File: src/rtl/inst_fetch_unit.sv
// Purpose : owns the PC, fetches one instruction at a time and holds it in IR until the datapath retires it.
// Latency : a capture lands in IR at the edge where imem_ready=1; the earliest refetch follows a retire by one cycle.
// Backpressure: a stalled memory (imem_ready=0) holds the request and address indefinitely; IR is held until retire.
//
// Ports:
//   clk, rst             single rising-edge clock, synchronous active-high reset
//   imem_req/imem_addr   fetch request and address (address is always pc)
//   imem_rdata/ready     instruction word and its valid strobe from memory
//   inst/opcode/func     held instruction register and its controller-facing slices
//   inst_valid           IR holds an instruction that has not yet retired
//   retire               datapath completes the IR instruction this cycle (ignored while fetching)
//   pc_src/pc_src2       next-PC select from the controller (branch taken / seq,jump,jr,reserved)
//   imm_sext/rs_data     branch offset and jr target operands from the datapath
//   pc/pc_plus4          current PC and its sequential successor (jal link value)
//   misalign_err         sticky flag: a jr target had nonzero low bits
//   retired_cnt          free-running count of retired instructions, wraps

module inst_fetch_unit #(
   parameter logic [31:0] RESET_PC = 32'h0000_0000,
   parameter int          CNT_W    = 16
) (
   input  logic             clk,
   input  logic             rst,
   // instruction memory
   output logic             imem_req,
   output logic [31:0]      imem_addr,
   input  logic [31:0]      imem_rdata,
   input  logic             imem_ready,
   // instruction to controller / datapath
   output logic [31:0]      inst,
   output logic [5:0]       opcode,
   output logic [5:0]       func,
   output logic             inst_valid,
   // retire and next-PC control
   input  logic             retire,
   input  logic             pc_src,
   input  logic [1:0]       pc_src2,
   input  logic [31:0]      imm_sext,
   input  logic [31:0]      rs_data,
   // PC and status
   output logic [31:0]      pc,
   output logic [31:0]      pc_plus4,
   output logic             misalign_err,
   output logic [CNT_W-1:0] retired_cnt
);

   typedef enum logic {
      FETCH = 1'b0,
      HOLD  = 1'b1
   } state_t;

   localparam logic [1:0] SRC2_SEQ  = 2'd0;
   localparam logic [1:0] SRC2_JUMP = 2'd1;
   localparam logic [1:0] SRC2_JR   = 2'd2;

   state_t      state;
   state_t      state_nxt;

   logic [31:0] pc_q;
   logic [31:0] ir_q;
   logic        misalign_q;
   logic [CNT_W-1:0] cnt_q;

   logic        capture;     // IR load strobe
   logic        do_retire;   // retire qualified by HOLD
   logic [31:0] next_pc;
   logic        jr_misalign;

   // ------------------------------------------------------------------
   // FSM state register
   // ------------------------------------------------------------------
   always_ff @(posedge clk) begin
      if (rst) begin
         state <= FETCH;
      end else begin
         state <= state_nxt;
      end
   end

   // ------------------------------------------------------------------
   // FSM next state and handshake outputs
   // ------------------------------------------------------------------
   always_comb begin
      state_nxt  = state;
      imem_req   = 1'b0;
      inst_valid = 1'b0;
      capture    = 1'b0;
      do_retire  = 1'b0;
      case (state)
         FETCH: begin
            // Request stays up until memory answers; no timeout.
            imem_req = 1'b1;
            if (imem_ready) begin
               capture   = 1'b1;
               state_nxt = HOLD;
            end
         end
         HOLD: begin
            inst_valid = 1'b1;
            if (retire) begin
               do_retire = 1'b1;
               state_nxt = FETCH;
            end
         end
         default: begin
            state_nxt = FETCH;
         end
      endcase
   end

   // ------------------------------------------------------------------
   // Next-PC selection, evaluated in the retire cycle.
   // A nonzero pc_src2 overrides a taken branch; code 3 falls back to
   // sequential. The branch add wraps modulo 2^32 by construction.
   // ------------------------------------------------------------------
   assign pc_plus4 = pc_q + 32'd4;

   always_comb begin
      next_pc     = pc_plus4;
      jr_misalign = 1'b0;
      case (pc_src2)
         SRC2_JUMP: begin
            next_pc = {pc_plus4[31:28], ir_q[25:0], 2'b00};
         end
         SRC2_JR: begin
            // Low bits are dropped from the target but remembered as an error.
            next_pc     = {rs_data[31:2], 2'b00};
            jr_misalign = |rs_data[1:0];
         end
         SRC2_SEQ: begin
            if (pc_src) begin
               next_pc = pc_plus4 + (imm_sext << 2);
            end
         end
         default: begin
            next_pc = pc_plus4;
         end
      endcase
   end

   // ------------------------------------------------------------------
   // PC, instruction register, sticky error and retire counter
   // ------------------------------------------------------------------
   always_ff @(posedge clk) begin
      if (rst) begin
         pc_q       <= RESET_PC;
         ir_q       <= 32'd0;
         misalign_q <= 1'b0;
         cnt_q      <= '0;
      end else begin
         if (capture) begin
            ir_q <= imem_rdata;
         end
         if (do_retire) begin
            pc_q  <= next_pc;
            cnt_q <= cnt_q + CNT_W'(1);
            if (jr_misalign) begin
               misalign_q <= 1'b1;
            end
         end
      end
   end

   assign imem_addr    = pc_q;
   assign pc           = pc_q;
   assign inst         = ir_q;
   assign opcode       = ir_q[31:26];
   assign func         = ir_q[5:0];
   assign misalign_err = misalign_q;
   assign retired_cnt  = cnt_q;

endmodule

File: config.mk
export PLATFORM = sky130hd
export DESIGN_NAME = inst_fetch_unit
export DESIGN_NICKNAME = d
export VERILOG_FILES = /design/src/rtl/inst_fetch_unit.sv
export SDC_FILE = /design/constraint.sdc
export NUM_CORES = 1
export LEC_CHECK = 0
export ABC_AREA = 0
export CAP_MARGIN = 20
export CORE_MARGIN = 2
export CORE_UTILIZATION = 30
export CTS_CLUSTER_DIAMETER = 30
export DETAILED_ROUTE_END_ITERATION = 10
export PLACE_DENSITY = 0.65
export SETUP_SLACK_MARGIN = 0.3
export SLEW_MARGIN = 15
export SYNTH_ARGS = -nofsm -noshare
export SYNTH_HDL_FRONTEND = slang
export SYNTH_SLANG_ARGS = --single-unit
File: constraint.sdc
create_clock -name clk -period 3.2 [get_ports clk]
set_clock_uncertainty 0.15 [all_clocks]
set_input_delay 0.32 -clock clk [delete_from_list [all_inputs] [get_ports clk]]
set_output_delay 0.32 -clock clk [all_outputs]
set_load 0.005 [all_outputs]
# Word level (Yosys, flattened, before mapping)
# Index checks and enable logic that the tools add are counted.
# W data, S select, Z words.
totals:
  ff_bits: 82
  ram_bits: 0
  output_inout_bits: 159
  input_bits: 103
  wordCells: 25
  mem_count: 0
  rom_bits: 0
  latchBits: 0
op_classes:
  eq_ne: 2
  n_mul: 0
  shifts: 0
  bitwise: 1
  addsub: 3
  n_reduce_logical: 3
  div_mod_pow: 0
  mux: 11
  order_cmp: 0
op_table:
  columns: ["op", "count"]
  rows:
  - ["$pmux W32 S3", 1]
  - ["$add A32 B3 Y32 const B", 1]
  - ["$add A32 B32 Y32", 1]
  - ["$mux W32", 1]
  - ["$add A16 B1 Y16 const B", 1]
  - ["$mux W1", 8]
  - ["$eq A2 B1 Y1 const B", 1]
  - ["$eq A2 B2 Y1 const B", 1]
  - ["$logic_not A2 Y1", 1]
  - ["$pmux W1 S2", 1]
  - ["$reduce_and A2 Y1", 1]
  - ["$reduce_or A2 Y1", 1]
  - ["$not A1 Y1", 1]

# Longest topological paths before layout
logic_depth:
  word_depth: 4
  depth_mapped: 17
  mapped_depth_nobuf: 15

# Worst setup path before layout
# Ideal clock, no wire load.
synth_timing:
  kind: "reg2reg"
  from: "reg pc_q[7], in the netlist imem_addr[7]"
  to: "reg pc_q[24], in the netlist imem_addr[24]"
  period_less_slack_ns: 3.608
  path_stages_with_launch: 16
  n_path_buf: 2
  setup_time_ns: 0.119
  slack_ns: -0.408
  t_arrival_ns: 3.339
  t_required_ns: 2.931
  path_cell_list: "dfxtp_1 buf_2 and4_1 nand3_1 nor2_1 nand3_1 xnor2_1 ha_1 clkbuf_1 a211o_1 a2111oi_0 nor2_1 a31oi_1 o21bai_1 xnor2_1 o21bai_1"
synth_via:
  elab_chain_cells: 4
synth_rtl:
  columns: ["item", "line_no", "rtl"]
  rows:
  - ["start: declaration", "59", "logic [31:0] pc_q;"]
  - ["start signal: assignment", "155", "pc_q <= next_pc;"]
  - ["$add A32 B3 Y32", "116", "assign pc_plus4 = pc_q + 32'd4;"]
  - ["named net pc_plus4[17]", "42", "output logic [31:0] pc_plus4,"]
  - ["$add A32 B32 Y32", "132", "next_pc = pc_plus4 + (imm_sext << 2);"]
  - ["$mux W32", "131", "if (pc_src) begin"]
  - ["$pmux W32 S3", "121", "case (pc_src2)"]
# The timed path passes the listed nets, and every way through them passes these cells.
# A chain may end at the register's enable or synchronous reset.

# Worst setup path after layout
layout_timing:
  from: "reg pc_q[3], in the netlist imem_addr[3]"
  to: "reg pc_q[31], in the netlist imem_addr[31]"
layout_via:
  elab_chain_cells: 4
layout_rtl:
  columns: ["item", "line_no"]
  rows:
  - ["$add A32 B3 Y32 (*)", "116"]
  - ["$add A32 B32 Y32", "132"]
  - ["$mux W32", "131"]
  - ["$pmux W32 S3 (*)", "121"]
# Every way passes the cells marked *; elsewhere a longest branch is shown, timed or not.

==> flow_results.org <==
** Clocking
- TritonCTS built the clock tree.
- The later pin in the worst-skew pair is clocked with a latency of 0.35 ns.
- The H-tree generated during clock tree synthesis spans 3 levels.
- The tree is rooted in a clkbuf_16.
- Counting the buffers created by CTS gives 9.
- No sink is reached through more buffers than the 2 on the longest clock path.
- After clock tree synthesis, the clock-pin slew on the worst setup and hold paths is 0.07 ns.
- Number of sinks on the clock net :: 80

** Power and ir drop
- Portion of total power attributed to combinational logic :: 39.6%
- The internal portion of the total power is 2.32 mW.
- For this design the ratio of total power to cell area is 278 nW/um^2.
- Lkg Pwr :: 5.16 nW
- Of the total power, registers draw 31.5%.
- Of the total power, the clock network draws around 29%.
- In this run switching power makes up between 30% and 40% of total power.
- Switching power :: 1.14 mW
- VDD sags by at most roughly 0.22 mV.
- Total Power Consumption :: 3.46 mW

** Route
- The highest metal layer carrying signal wires in the routed design is met4.
- Residual antenna-violating net count after detailed routing :: 0
- Number of remaining DRC errors :: 0
- Before antenna repair, the detailed router went through 5 iterations.
- For this block, the initial DRC count from the detailed router was ~540.
- Detailed-routing wirelength on met1 :: 12,800 um
- Overall via count from detail_route :: 8,415
- Avg WL per Cell :: between 15 and 20 um
- Using the TritonRoute via totals, the vias-per-cell ratio works out to 5.27.
- Total wire length after detailed routing :: 30,600 um
- The routed design uses 2760 um of met3 wire.
- Wire segments on met2 add up to 14,100 um in the final route.

** Critical path
- The slowest stage of the critical path is the or4b_1 cell.
- Number of cells on the worst reg-to-reg path :: 16
- The worst setup path is launched from a register.
- The critical path crosses 16 cells after its start point.
- Largest incremental delay on the critical path :: 0.46 ns
- The critical path goes through ha_4 > buf_4 > and4_4 > nand2_1 > xor2_1 > inv_2 > ha_4 > a2111oi_4 > o21ai_2 > a211oi_2 > nor2_2 > a31oi_1 > buf_4 > mux2i_1 > or4b_1 > nand3_1.
- The worst setup path is of the register to register kind.
- Endpoint kind of the worst setup timing path :: register
- For the worst setup path, the data arrival time is 3.77 ns.
- For the worst setup path, the data required time is 3.34 ns.
- In this run the worst path has a maximum fanout of 5.
- The kind of cell with the highest combined delay along the critical path is compound AO/OA/AOI/OAI gates.
- WP buf/inv :: 3

** Cells and area
- Most frequent cells in the layout :: clkdlybuf4s50_1 (243), buf_4 (234), nand2_1 (124), a21oi_1 (71), dfxtp_1 (64)
- In the final layout, the share of cells above drive strength 1 is between 30% and 40%.
- The net count of the finished layout is around 1,400.
- The number of antenna diodes in the final layout is 0.
- The area growth from synthesis to layout is 89.8%.
- Final instance count without filler cells :: 1,597
- After routing the design area is 12,400 um^2.
- Leaving out fill and tap cells, the most frequent cell in the layout is clkdlybuf4s50_1.

** STA
- The routed design could run at a clock period as short as 3.63 ns.
- The count of final max-slew check failures is 0.
- At the pin with the least slew margin, the transition time is about 0.85 ns.
- Number of failing hold endpoints at the final stage :: 0
- Fin crit share :: 113%
- Measured against its own limit, the worst slew margin works out to 43.4%.
- After layout, the worst setup slack is -0.426 ns.
- Across all hold checks on the routed design, the worst slack comes to 0.278 ns.
- For this run, the top clock speed supported by timing is 276 MHz.
- Setup violations remaining at the end of the flow were counted as 22.
- Setup repair after global routing missed its margin :: true

** Yosys
- Synthesis instantiated 71 different standard cells from the library.
- In the synthesized netlist the dominant register cell turns out to be dfxtp_1.
- Post-Syn Instances :: 876
- Average instance area after synthesis :: roughly 7.5 um^2
- For this run, asynchronously set or reset flops after synthesis account for 0%.
- Post-synth EDFFs :: 0
- Yosys warning total :: 0
- Flip-flop and latch count after synthesis :: 80
- Post-Syn Area :: approximately 6600 um^2
- After synthesis, flip-flops and latches occupy 24.4% of the total area.

** GRT
- The first global-routing pass estimated 45,800 um of wire.
- The number of global-route vias before repair was 7,988.
- Antenna violations before repair :: 0
- Pin count of the biggest net entering global routing :: 56
- The total overflow left after global routing is 0.
- For this run, the total global-route usage over all layers was measured as 24.8%.

** Floorplan
- Die Span Y :: 152 um
- The die covers 23,100 um^2.
- Ports placed on the boundary :: approximately 260
- Core Box Area :: about 22,000 um^2
- Measured along the x axis, the die boundary spans between 150 and 200 um.
- Rows :: 54
- Initial Utilization :: 30.3%

** Worst hold path
- The worst hold path passes through 3 cells.
- The path class of the tightest hold or removal check is primary input to register.

** Placed design
- Worst setup slack before clock tree synthesis :: -0.426 ns
- Routability-driven placement finished with a final weighted congestion of 0.947.
- The count of buffers added on input and output ports is 253.
- The number of placed instances, taps included, is 1,522.
- Area post-placement :: between 10,000 and 15,000 um^2
- Post-detail-place hpwl :: ~23,000 um

** Outcome
- Violations in the final reports :: setup timing
- Run status :: finished, violations left

** Job
- Max-cap violations in this run came to 0.
[flip-flops by register name (all words and copies together), names as in the netlist]
name          cells
retired_cnt      16
imem_addr        30
state             1
misalign_err      1
inst             32
[power by group through the flow]
stage | Sequential, mW | Combinational [mW] | Clock [mW]
CTS | 1.09 | 1.25 | 1.01
detailed placement | 1.11 | 1.15 | 0
floorplan | 1.12 | 0.517 | 0
global placement | 1.11 | 1.15 | 0
global route | 1.10 | 1.46 | 1.06
finish | 1.09 | 1.37 | 1.00
[cell families (layout without fill, tap and decap cells)]
logic type	after synthesis	count (layout)	share of synthesized area (%)
and+or+nand+nor	318	318	23.0
AOI/OAI and AO/OA	253	253	25.5
buffers and inverters	119	555	10.2
DFF	80	80	24.4
xor gates and xnor gates	61	61	8.15
adders and majority gates	34	34	6.60
muxes	10	10	2.12
other	1	6	0.0572
[layer usage]
layer / track usage [%] / vias to the layer above
met1: 33.0 / 3948
met3: 5.19 / 62
met2: 39.8 / 417
met4: 8.81 / 0
li1: - / 3988
met5: 0 / -
[worst paths after layout]
check / from / to / slack (ns)
setup / recovery: imem_addr[3]$_SDFFE_PP0P_ / imem_addr[31]$_SDFFE_PP0P_ / -0.43
hold / removal: rst / imem_addr[27]$_SDFFE_PP0P_ / 0.28
setup reg to reg: imem_addr[3]$_SDFFE_PP0P_ / imem_addr[31]$_SDFFE_PP0P_ / -0.43
hold reg to reg: misalign_err$_SDFFE_PP0P_ / misalign_err$_SDFFE_PP0P_ / 0.30
[stage by stage]
step                      setup TNS (ns)  util, %
final                              -5.70     57.5
after global routing               -8.93     57.5
after CTS                          -3.16     54.1
after detailed placement           -5.72     49.8
after global placement             -4.89     49.8
after floorplan                   -0.518        -
[layout make-up]
cell class	instances	area (um^2)
fillers	1903	9180
clock inverters	7	55.1
well taps	280	350
repair buffers	515	4610
multi-input cells	682	5490
clock buffers	9	225
flip-flops and latches	80	1630
inverters	24	90.1
[Yosys cell counts (6+ instances only)]
cell type	n	area share [%]
buf_4	48	5.5
mux2i_1	6	0.92
a221oi_1	15	2.0
and2_1	8	0.76
a211oi_1	12	1.4
nor2_1	76	4.4
o21ai_0	41	3.1
nand2b_1	10	0.95
nor2b_1	7	0.67
nand3_1	24	1.8
o21bai_1	8	0.92
dfxtp_1	80	24
a22oi_1	7	0.80
o2111ai_1	7	0.94
a21o_1	14	1.6
nand2_1	131	7.5
inv_1	24	1.4
a31oi_1	7	0.67
ha_1	33	6.3
a21oi_1	83	6.3
nand4_1	17	1.6
xor2_1	25	3.3
o221ai_1	7	0.94
clkbuf_1	39	2.2
and4_1	6	0.80
nor3_1	12	0.92
xnor2_1	36	4.8
[worst reg2reg max path, cell delays in order (launching register included)]
cell       delay (ns)
dfxtp_4          0.36
ha_4             0.14
buf_4            0.15
and4_4           0.23
nand2_1          0.07
xor2_1           0.16
inv_2            0.08
ha_4             0.25
a2111oi_4        0.40
o21ai_2          0.13
a211oi_2         0.34
nor2_2           0.12
a31oi_1          0.20
buf_4            0.15
mux2i_1          0.08
or4b_1           0.46
nand3_1          0.09
[what timing repair did]
action                                  CTS  global route
cloned                                    0             0
buffers inserted                         32            27
endpoints found under the setup margin   35            36
pin swaps                                79            75
gates resized for setup                  88            96
hold buffers                              0             0
(Power assumes the default switching activity.)
